### config.mk
export PLATFORM = sky130hd
export DESIGN_NAME = config_dac_seq
export DESIGN_NICKNAME = d
export VERILOG_FILES = /design/src/rtl/config_dac_pkg.sv /design/src/rtl/config_dac_fifo.sv /design/src/rtl/config_dac_seq.sv
export SDC_FILE = /design/constraint.sdc
export NUM_CORES = 1
export LEC_CHECK = 0
export ABC_AREA = 1
export CORE_MARGIN = 5
export CORE_UTILIZATION = 50
export CTS_CLUSTER_SIZE = 16
export DETAILED_ROUTE_END_ITERATION = 10
export PLACE_DENSITY = 0.85
export SYNTH_ARGS = -nofsm -noshare
export SYNTH_HDL_FRONTEND = slang
export SYNTH_SLANG_ARGS = --single-unit
### constraint.sdc
create_clock -name clk -period 3.1 [get_ports clk]
set_input_delay 0.93 -clock clk [delete_from_list [all_inputs] [get_ports clk]]
set_output_delay 0.93 -clock clk [all_outputs]
set_load 0.02 [all_outputs]
### src/rtl/config_dac_pkg.sv
// -----------------------------------------------------------------------------
// config_dac_pkg
// Shared definitions for the serial DAC configuration sequencer:
//   - state_t : sequencer FSM encoding (IDLE -> SHIFT -> GAP -> IDLE)
//   - CHAN_W  : width of the channel field carried in every frame
//   - frame_w : frame length in bits for a given DAC code width
// -----------------------------------------------------------------------------
package config_dac_pkg;

    localparam int CHAN_W = 8;

    typedef enum logic [1:0] {
        ST_IDLE  = 2'd0,
        ST_SHIFT = 2'd1,
        ST_GAP   = 2'd2
    } state_t;

    // A frame is the channel field followed by the DAC code.
    function automatic int frame_w(input int data_w);
        return CHAN_W + data_w;
    endfunction

endpackage

### src/rtl/config_dac_fifo.sv
// -----------------------------------------------------------------------------
// config_dac_fifo
// Small first-word-fall-through request FIFO. A push and a pop in the same
// cycle are both honoured, including when the FIFO is full.
// Ports:
//   clk, rst_n       clock, asynchronous active-low reset (empties the FIFO)
//   push, wdata      write strobe and data (caller never pushes when full
//                    unless popping in the same cycle)
//   pop              read strobe (caller never pops when empty)
//   rdata            head entry, valid while empty is low
//   full, empty      occupancy flags
// -----------------------------------------------------------------------------
module config_dac_fifo #(
    parameter int WIDTH = 24,
    parameter int DEPTH = 4
) (
    input  logic             clk,
    input  logic             rst_n,
    input  logic             push,
    input  logic [WIDTH-1:0] wdata,
    input  logic             pop,
    output logic [WIDTH-1:0] rdata,
    output logic             full,
    output logic             empty
);

    localparam int PTR_W = $clog2(DEPTH);

    logic [WIDTH-1:0] mem [DEPTH];
    logic [PTR_W-1:0] wr_ptr;
    logic [PTR_W-1:0] rd_ptr;
    logic [PTR_W:0]   count;

    // Pointers wrap naturally because DEPTH is a power of two.
    always_ff @(posedge clk or negedge rst_n) begin
        if (!rst_n) begin
            wr_ptr <= '0;
            rd_ptr <= '0;
            count  <= '0;
        end else begin
            if (push) wr_ptr <= wr_ptr + PTR_W'(1);
            if (pop)  rd_ptr <= rd_ptr + PTR_W'(1);
            case ({push, pop})
                2'b10:   count <= count + (PTR_W+1)'(1);
                2'b01:   count <= count - (PTR_W+1)'(1);
                default: count <= count;
            endcase
        end
    end

    always_ff @(posedge clk) begin
        if (push) mem[wr_ptr] <= wdata;
    end

    assign rdata = mem[rd_ptr];
    assign full  = (count == (PTR_W+1)'(DEPTH));
    assign empty = (count == '0);

endmodule

### src/rtl/config_dac_seq.sv
// -----------------------------------------------------------------------------
// config_dac_seq
// Accepts toggle-style configuration requests, queues {channel, code} frames
// and shifts each one out MSB first on a 3-wire DAC interface.
// Optional feature macro: CONFIG_DAC_READBACK_EN keeps a per-channel shadow of
// the last completed code, read combinationally through rd_chan_i/rd_data_o.
// Without it rd_data_o is tied to zero.
// Ports:
//   clk, rst_n            clock, asynchronous active-low reset
//   cfg_req_i             request toggle; every level change is one request
//   cfg_chan_i/cfg_data_i target channel and DAC code, sampled with the request
//   cfg_busy_o            FIFO non-empty or frame in progress
//   cfg_done_o            one-cycle pulse per completed frame
//   cfg_err_o             sticky: [0] FIFO overflow, [1] invalid channel
//   dac_sclk_o            serial clock, idle low
//   dac_sync_n_o          frame select, active low
//   dac_sdi_o             serial data, MSB first
//   rd_chan_i/rd_data_o   shadow readback
// -----------------------------------------------------------------------------
module config_dac_seq
    import config_dac_pkg::*;
#(
    parameter int NUM_CH  = 4,
    parameter int DATA_W  = 16,
    parameter int DEPTH   = 4,
    parameter int CLK_DIV = 4
) (
    input  logic              clk,
    input  logic              rst_n,
    input  logic              cfg_req_i,
    input  logic [7:0]        cfg_chan_i,
    input  logic [DATA_W-1:0] cfg_data_i,
    output logic              cfg_busy_o,
    output logic              cfg_done_o,
    output logic [1:0]        cfg_err_o,
    output logic              dac_sclk_o,
    output logic              dac_sync_n_o,
    output logic              dac_sdi_o,
    input  logic [7:0]        rd_chan_i,
    output logic [DATA_W-1:0] rd_data_o
);

    localparam int FRAME_W = frame_w(DATA_W);
    localparam int BIT_W   = $clog2(FRAME_W);
    localparam int IDX_W   = (NUM_CH > 1) ? $clog2(NUM_CH) : 1;
    localparam logic [7:0]       DIV_LAST = 8'(CLK_DIV - 1);
    localparam logic [BIT_W-1:0] BIT_LAST = BIT_W'(FRAME_W - 1);

    state_t             state_q, state_d;
    logic               req_q;
    logic               strobe;
    logic               chan_ok;
    logic               fifo_push, fifo_pop, fifo_full, fifo_empty;
    logic [FRAME_W-1:0] fifo_rdata;
    logic [FRAME_W-1:0] shreg;
    logic [7:0]         div_cnt;
    logic [BIT_W-1:0]   bit_cnt;
    logic               sclk_q;
    logic               div_last;

    assign strobe    = cfg_req_i ^ req_q;
    assign chan_ok   = ({1'b0, cfg_chan_i} < 9'(NUM_CH));
    assign fifo_pop  = (state_q == ST_IDLE) && !fifo_empty;
    // A pop in the same cycle frees a slot, so a full FIFO still accepts.
    assign fifo_push = strobe && chan_ok && (!fifo_full || fifo_pop);
    assign div_last  = (div_cnt == DIV_LAST);

    always_ff @(posedge clk or negedge rst_n) begin
        if (!rst_n) begin
            req_q     <= 1'b0;
            cfg_err_o <= 2'b00;
        end else begin
            req_q        <= cfg_req_i;
            cfg_err_o[0] <= cfg_err_o[0] | (strobe && chan_ok && fifo_full && !fifo_pop);
            cfg_err_o[1] <= cfg_err_o[1] | (strobe && !chan_ok);
        end
    end

    config_dac_fifo #(
        .WIDTH (FRAME_W),
        .DEPTH (DEPTH)
    ) u_fifo (
        .clk   (clk),
        .rst_n (rst_n),
        .push  (fifo_push),
        .wdata ({cfg_chan_i, cfg_data_i}),
        .pop   (fifo_pop),
        .rdata (fifo_rdata),
        .full  (fifo_full),
        .empty (fifo_empty)
    );

    always_ff @(posedge clk or negedge rst_n) begin
        if (!rst_n) state_q <= ST_IDLE;
        else        state_q <= state_d;
    end

    always_comb begin
        state_d = state_q;
        case (state_q)
            ST_IDLE:  if (!fifo_empty) state_d = ST_SHIFT;
            ST_SHIFT: if (div_last && sclk_q && (bit_cnt == BIT_LAST)) state_d = ST_GAP;
            ST_GAP:   if (div_last) state_d = ST_IDLE;
            default:  state_d = ST_IDLE;
        endcase
    end

    // Bit timing: each bit is CLK_DIV cycles with SCLK low, then CLK_DIV high.
    always_ff @(posedge clk or negedge rst_n) begin
        if (!rst_n) begin
            div_cnt <= '0;
            bit_cnt <= '0;
            sclk_q  <= 1'b0;
        end else begin
            case (state_q)
                ST_SHIFT: begin
                    if (div_last) begin
                        div_cnt <= '0;
                        sclk_q  <= !sclk_q;
                        if (sclk_q) bit_cnt <= bit_cnt + BIT_W'(1);
                    end else begin
                        div_cnt <= div_cnt + 8'd1;
                    end
                end
                ST_GAP: begin
                    div_cnt <= div_last ? 8'd0 : div_cnt + 8'd1;
                    sclk_q  <= 1'b0;
                end
                default: begin
                    div_cnt <= '0;
                    bit_cnt <= '0;
                    sclk_q  <= 1'b0;
                end
            endcase
        end
    end

    // Next bit is presented at the falling SCLK edge that ends each bit.
    always_ff @(posedge clk) begin
        if (fifo_pop)
            shreg <= fifo_rdata;
        else if ((state_q == ST_SHIFT) && div_last && sclk_q)
            shreg <= shreg << 1;
    end

    // Outputs decode registered state only, so reset forces idle levels at once.
    assign dac_sync_n_o = (state_q != ST_SHIFT);
    assign dac_sclk_o   = (state_q == ST_SHIFT) && sclk_q;
    assign dac_sdi_o    = (state_q == ST_SHIFT) && shreg[FRAME_W-1];
    assign cfg_done_o   = (state_q == ST_GAP) && div_last;
    assign cfg_busy_o   = !fifo_empty || (state_q != ST_IDLE);

`ifdef CONFIG_DAC_READBACK_EN
    logic [DATA_W-1:0] shadow [NUM_CH];
    logic [IDX_W-1:0]  cur_chan;
    logic [DATA_W-1:0] cur_data;

    // The shift register is consumed while shifting, so keep the frame's
    // channel and code aside for the shadow update at completion.
    always_ff @(posedge clk) begin
        if (fifo_pop) begin
            cur_chan <= fifo_rdata[DATA_W +: IDX_W];
            cur_data <= fifo_rdata[DATA_W-1:0];
        end
    end

    always_ff @(posedge clk or negedge rst_n) begin
        if (!rst_n) begin
            for (int i = 0; i < NUM_CH; i++) shadow[i] <= '0;
        end else if (cfg_done_o) begin
            shadow[cur_chan] <= cur_data;
        end
    end

    assign rd_data_o = ({1'b0, rd_chan_i} < 9'(NUM_CH)) ? shadow[rd_chan_i[IDX_W-1:0]] : '0;
`else
    logic unused_rd;
    assign unused_rd = ^rd_chan_i;
    assign rd_data_o = '0;
`endif

endmodule

# --- Word-level counts from Yosys, hierarchy flattened ---
# Memory sizes are Yosys's and may differ from the RTL's.
# Cells that the tools add are included.
classes:
  addsub: 6
  n_mul: 0
  div_mod_pow: 0
  magnitude_cmp: 1
  eq_ne: 13
  shift: 0
  muxes: 16
  bitwise: 4
  reduce_logical: 28
ops:
  columns: ["operator", "count"]
  rows:
  - ["24-bit two-way mux", 2]
  - ["8-bit two-way mux", 2]
  - ["1-bit logical AND", 13]
  - ["5-bit two-way mux", 2]
  - ["2-bit inequality test (second input constant)", 5]
  - ["5-bit one-hot mux with 2 select lines", 1]
  - ["8-bit by 1-bit adder with 8-bit output (second input constant)", 1]
  - ["8-bit by 2-bit == test with 1-bit output (second input constant)", 1]
  - ["8-bit by 3-bit less-than comparator with 1-bit output (second input constant)", 1]
  - ["2-bit two-way mux", 3]
  - ["2-bit one-hot mux with 3 select lines", 1]
  - ["3-bit one-hot mux with 2 select lines", 1]
  - ["3-bit AND reduction", 2]
  - ["2-bit nonzero test", 3]
  - ["5-bit by 1-bit adder with 5-bit output (second input constant)", 1]
  - ["5-bit == test (second input constant)", 1]
  - ["1-bit logical NOT", 5]
  - ["2-bit by 1-bit adder with 2-bit output (second input constant)", 2]
  - ["2-bit by 1-bit == test with 1-bit output (second input constant)", 2]
  - ["2-bit == test (second input constant)", 2]
  - ["1-bit two-way mux", 4]
  - ["3-bit by 1-bit adder with 3-bit output (second input constant)", 1]
  - ["3-bit == test (second input constant)", 1]
  - ["3-bit logical NOT", 1]
  - ["other kinds (8)", 10]
totals:
  regBits: 50
  latchBits: 0
  mem_bits_rw: 96
  mem_bits_ro: 0
  input_bits: 35
  output_inout_bits: 23
  word_cells: 79
  mem_count: 1
mem_list:
  columns: ["name", "words", "width", "read_ports", "rd_clocked_by_memory_dff", "write_ports", "line_no", "text"]
  rows:
  - ["u_fifo.mem", 4, 24, 1, 0, 1, "config_dac_fifo.sv:29", "logic [WIDTH-1:0] mem [DEPTH];"]

# --- Longest topological paths before layout ---
logic_depth:
  depth_word: 7
  ltp_mapped: 12
  depth_no_buf: 11

# --- Cells and area by module ---
# Synthesis repeated with hierarchy kept, for this count alone.
hier_totals:
  cells_unflattened: 585
  hier_area_um2: 6551.3
by_module_without_submodules:
  columns: ["mod", "n_inst", "cells_each", "area_per_inst_um2", "seq_area_each_um2"]
  rows:
  - ["config_dac_fifo", 1, 329, 4329.2, 3057.9]
  - ["config_dac_seq", 1, 256, 2222.1, 1196.1]

# --- Least setup slack after synthesis ---
# OpenSTA, ideal clock, no wires.
synth_path:
  path_type: "reg2reg"
  startpoint: "reg div_cnt[0]"
  endpoint: "reg shreg[0], enable pin"
  setup_ns: 0.438
  arrival_time_ns: 2.630
  t_required_ns: 2.662
  path_slack_ns: 0.032
  stages_incl_launch_ff: 6
  n_path_buf: 0
  synth_period_minus_slack_ns: 3.068
  cell_sequence: "dfrtp_1 -> ha_1 -> nand2_1 -> nor2_2 -> inv_2 -> o21ai_0"
synth_between:
  elab_chain_cells: 4
synth_rtl:
  columns: ["element", "line_no", "text"]
  rows:
  - ["from (decl)", "config_dac_seq.sv:56", "logic [7:0] div_cnt;"]
  - ["from (signal assigned)", "config_dac_seq.sv:122", "div_cnt <= div_cnt + 8'd1;"]
  - ["from (signal assigned)", "config_dac_seq.sv:126", "div_cnt <= div_last ? 8'd0 : div_cnt + 8'd1;"]
  - ["8-bit by 2-bit == test with 1-bit output", "config_dac_seq.sv:66", "assign div_last = (div_cnt == DIV_LAST);"]
  - ["1-bit logical AND (2 in series)", "config_dac_seq.sv:142", "else if ((state_q == ST_SHIFT) && div_last && sclk_q)"]
  - ["2-bit nonzero test (no line)", null, null]
  - ["to (signal assigned)", "config_dac_seq.sv:141", "shreg <= fifo_rdata;"]
  - ["to (signal assigned)", "config_dac_seq.sv:143", "shreg <= shreg << 1;"]
  - ["to (decl)", "config_dac_seq.sv:55", "logic [FRAME_W-1:0] shreg;"]
# No other way between the ends.
# A chain may end at the register's enable or synchronous reset.

# --- Worst setup path after layout ---
layout_path:
  startpoint: "reg state_q[1]"
  endpoint: "out dac_sclk_o"
layout_between:
  elab_chain_cells: 2
layout_rtl:
  columns: ["element", "line_no", "text"]
  rows:
  - ["from (decl)", "config_dac_seq.sv:49", "state_t state_q, state_d;"]
  - ["from (signal assigned)", "config_dac_seq.sv:95", "else state_q <= state_d;"]
  - ["2-bit by 1-bit == test with 1-bit output", "config_dac_seq.sv:148", "assign dac_sclk_o = (state_q == ST_SHIFT) && sclk_q;"]
  - ["1-bit logical AND", "config_dac_seq.sv:148", null]
  - ["to (decl)", "config_dac_seq.sv:36", "output logic dac_sclk_o,"]
# No other way between the ends.

==> results.md <==
* Drt total wl at roughly 13,000 um
* Crit path kind: flop to output port
* CP startpoint kind: flop
* Slew Viols, Final at 0
* Sum Neg Setup Slack at 0 ns
* Final hold vios at 0
* Complex-gate fraction of the synthesized area at 7.87%
* Pre-antenna DRT Iters at 5
* Post-synthesis mux area share at 0%
* Synth Cell Area at 6150 um2
* Worst EP arrival at 2.06 ns
* Final GP Congestion at around 0.76
* Critical Path RT at 2.17 ns
* Fin crit share at 96.3%
* Clock tree buffer depth at 2
* Top_reg_cell synth: edfxtp_1
* Peak supply drop at 323 uV
* Unique masters post-synth at 31
* Synth Area per Inst at approximately 12 um2
* PD cells at 591 nW/um2
* HPWL Detailed at between 7000 and 8000 um
* Clock latency on the worst-skew pair at 0.42 ns
* Post-DR wirelength/cell at 16.7 um
* Largest cells by area after synthesis: edfxtp_1 (59%), dfrtp_1 (11%), nor2_1 (9.2%)
* Antenna violations before repair at 0
* Rows at 40
* ANT nets after route at 0
* CTS Hold Bufs at 0
* Post-Synth Simple-Gate Area at 13.0%
* Setup violators final at 0
* RSZ-0062 raised after global routing: no
* Clock transition at the registers of the reported paths at 0.06 ns
* Layout cell share with drive strength beyond 1 at 11.3%
* Synth Area in XOR/XNOR at between 1 and 1.5%
* EDFF count, synth at 120
* H-tree levels at 4
* Via count at 3,960
* Clk root buf: clkbuf_16
* Starting Density at 51.0%
* Die extent in x at 121 um
* Leading area contributor after synthesis: edfxtp_1
* Largest net degree at the start of global routing at 50
* Post-synthesis adder-cell area fraction at 2.56%
* CTS tree: done
* # DRC at 0
* Most common cell in the netlist: nor2_1
* FFs w/ async S/R, synth at between 15 and 20%
* Mapped Cells at 525
* Synth warn at 0
* DIE AREA at 14,600 um2
* CTS buffer count at 17
* N_diodes at 0
* GR Overflow Total at 0
* F_max at around 0.33 GHz
* Hold Path Class: flop to flop
* Post-CTS Setup Inserts at 0
* Actual slew at the worst max-slew pin at 0.954 ns
* Critical Path Sink Type: output port
* Synth top area share at about 59%
* Core Region at 12,100 um2
* I/O pins at between 50 and 60
* Global-route wire length before repair at roughly 20,000 um
* Status: finished clean
* Static Leakage at 2.71 nW
* Slew Limit Headroom at 36.4%
* Largest family of logic cells by synthesized area: simple AND/OR/NAND/NOR gates
* Post_cts resized at 2
* Total track usage at 18.4%
* Height of the die at 121 um
* Vias in the first global route at 4,080
* Initial DRC Count at 356
* Max FO, Critical Path at 9
* Via density at 5.27
* Fin crit period at 2.99 ns
* Clock Skew at 0.0101 ns
* I/O Buffers at 33
* Register area share after synthesis at 69.1%
* Setup WS pre-CTS at 0.0984 ns
* Syn-to-layout area delta at 17.4%
* Max-cap violation count at 0
* Yosys reg bits at approximately 150
* Synth cell count leaders: nor2_1 (151), edfxtp_1 (120), o21ai_0 (53), inv_1 (28), nand2_1 (28)
* Net count reported at finish at 618
* Setup ws final at roughly 0.11 ns
* Clock Sink Count at 146
where the power goes:
part	internal [mW]	switching (mW)
combinational	0.0574	0.0868
sequential	2.14	0.0196
clock	1.12	0.840
stage by stage:
stage          utilization (%)  std cells  area, um2  power, mW  hold slack (ns)
5_1_grt                   59.9        752       7230       4.40            0.499
3_5_place_dp              55.1        720       6650       2.34            0.465
4_1_cts                   59.9        752       7230       4.30            0.473
3_3_place_gp              55.1        720       6650       2.33            0.441
2_1_floorplan                -        540       6210       2.28            0.425
6_report                  59.9        752       7230       4.27            0.472
kinds of logic (layout without fill, tap and decap cells):
group                    after synthesis  after routing
XOR/XNOR                              10             10
flip-flops                           146            146
buffers and inverters                 68            112
other                                  1             16
adder cells (fa/ha/maj)               12             12
AND/OR/NAND/NOR                      200            200
AO/OA/AOI/OAI                         88             88
cell usage in the layout (no fill, tap or decap), types with 2 or more instances in the layout:
master             n
a21oi_1            4
a31oi_1           23
buf_4             16
clkbuf_16         17
clkdlybuf4s50_1   32
clkinv_4           2
clkinvlp_4         5
conb_1            16
dfrtp_1           26
edfxtp_1         120
ha_1              10
inv_1             28
inv_2              2
inv_6              3
inv_8              3
nand2_1           28
nand2_2            2
nand2_4            2
nand3_1           10
nor2_1           147
nor2_2             7
o21ai_0           52
o21ai_1            3
o21ai_2            2
o21bai_1           3
xnor2_1            4
xor2_1             6
sequential cells by signal (all words and copies together) (netlist names), 3 cells and up:
signal and count:
div_cnt 8, bit_cnt 5, u_fifo.mem 96, u_fifo.count 3
shreg 24
worst max-delay path: stages (launching register included):
cell,delay (ns)
dfrtp_1,0.40
inv_1,0.11
ha_2,0.31
nand2_1,0.14
inv_1,0.08
clkdlybuf4s50_1,0.59
final cells by class:
type                       instances  area, um2
tap                              168        210
multi-input combinational        326       1610
sequential                       146       4250
clock inverter                    15        149
clock buffer                      17        425
inverter                          30        113
timing repair buffer              50        469
fill                             917       4840
path summary, 6_finish.rpt:
kind	start	endpoint	slack (ns)	depth (start not counted)
hold / removal	div_cnt[0]$_DFF_PN0_	div_cnt[0]$_DFF_PN0_	0.47	1
setup / recovery	state_q[1]$_DFFE_PN0P_	dac_sclk_o	0.11	5
setup reg to reg	state_q[0]$_DFFE_PN0P_	u_fifo.count[2]$_DFFE_PN0P_	0.92	11
max in group asynchronous	rst_n	u_fifo.count[1]$_DFFE_PN0P_	1.95	2
hold reg to reg	div_cnt[0]$_DFF_PN0_	div_cnt[0]$_DFF_PN0_	0.47	1
min in group asynchronous	rst_n	div_cnt[5]$_DFF_PN0_	0.89	2
metal layers:
metal	global-route usage, %	vias up	share of wire [%]
met5	0	-	0
met4	8.07	0	1.7
met3	4.15	18	6.7
met2	31.5	162	52
met1	22.2	1917	40
li1	-	1863	-
Power figures use the tool's default switching activity.
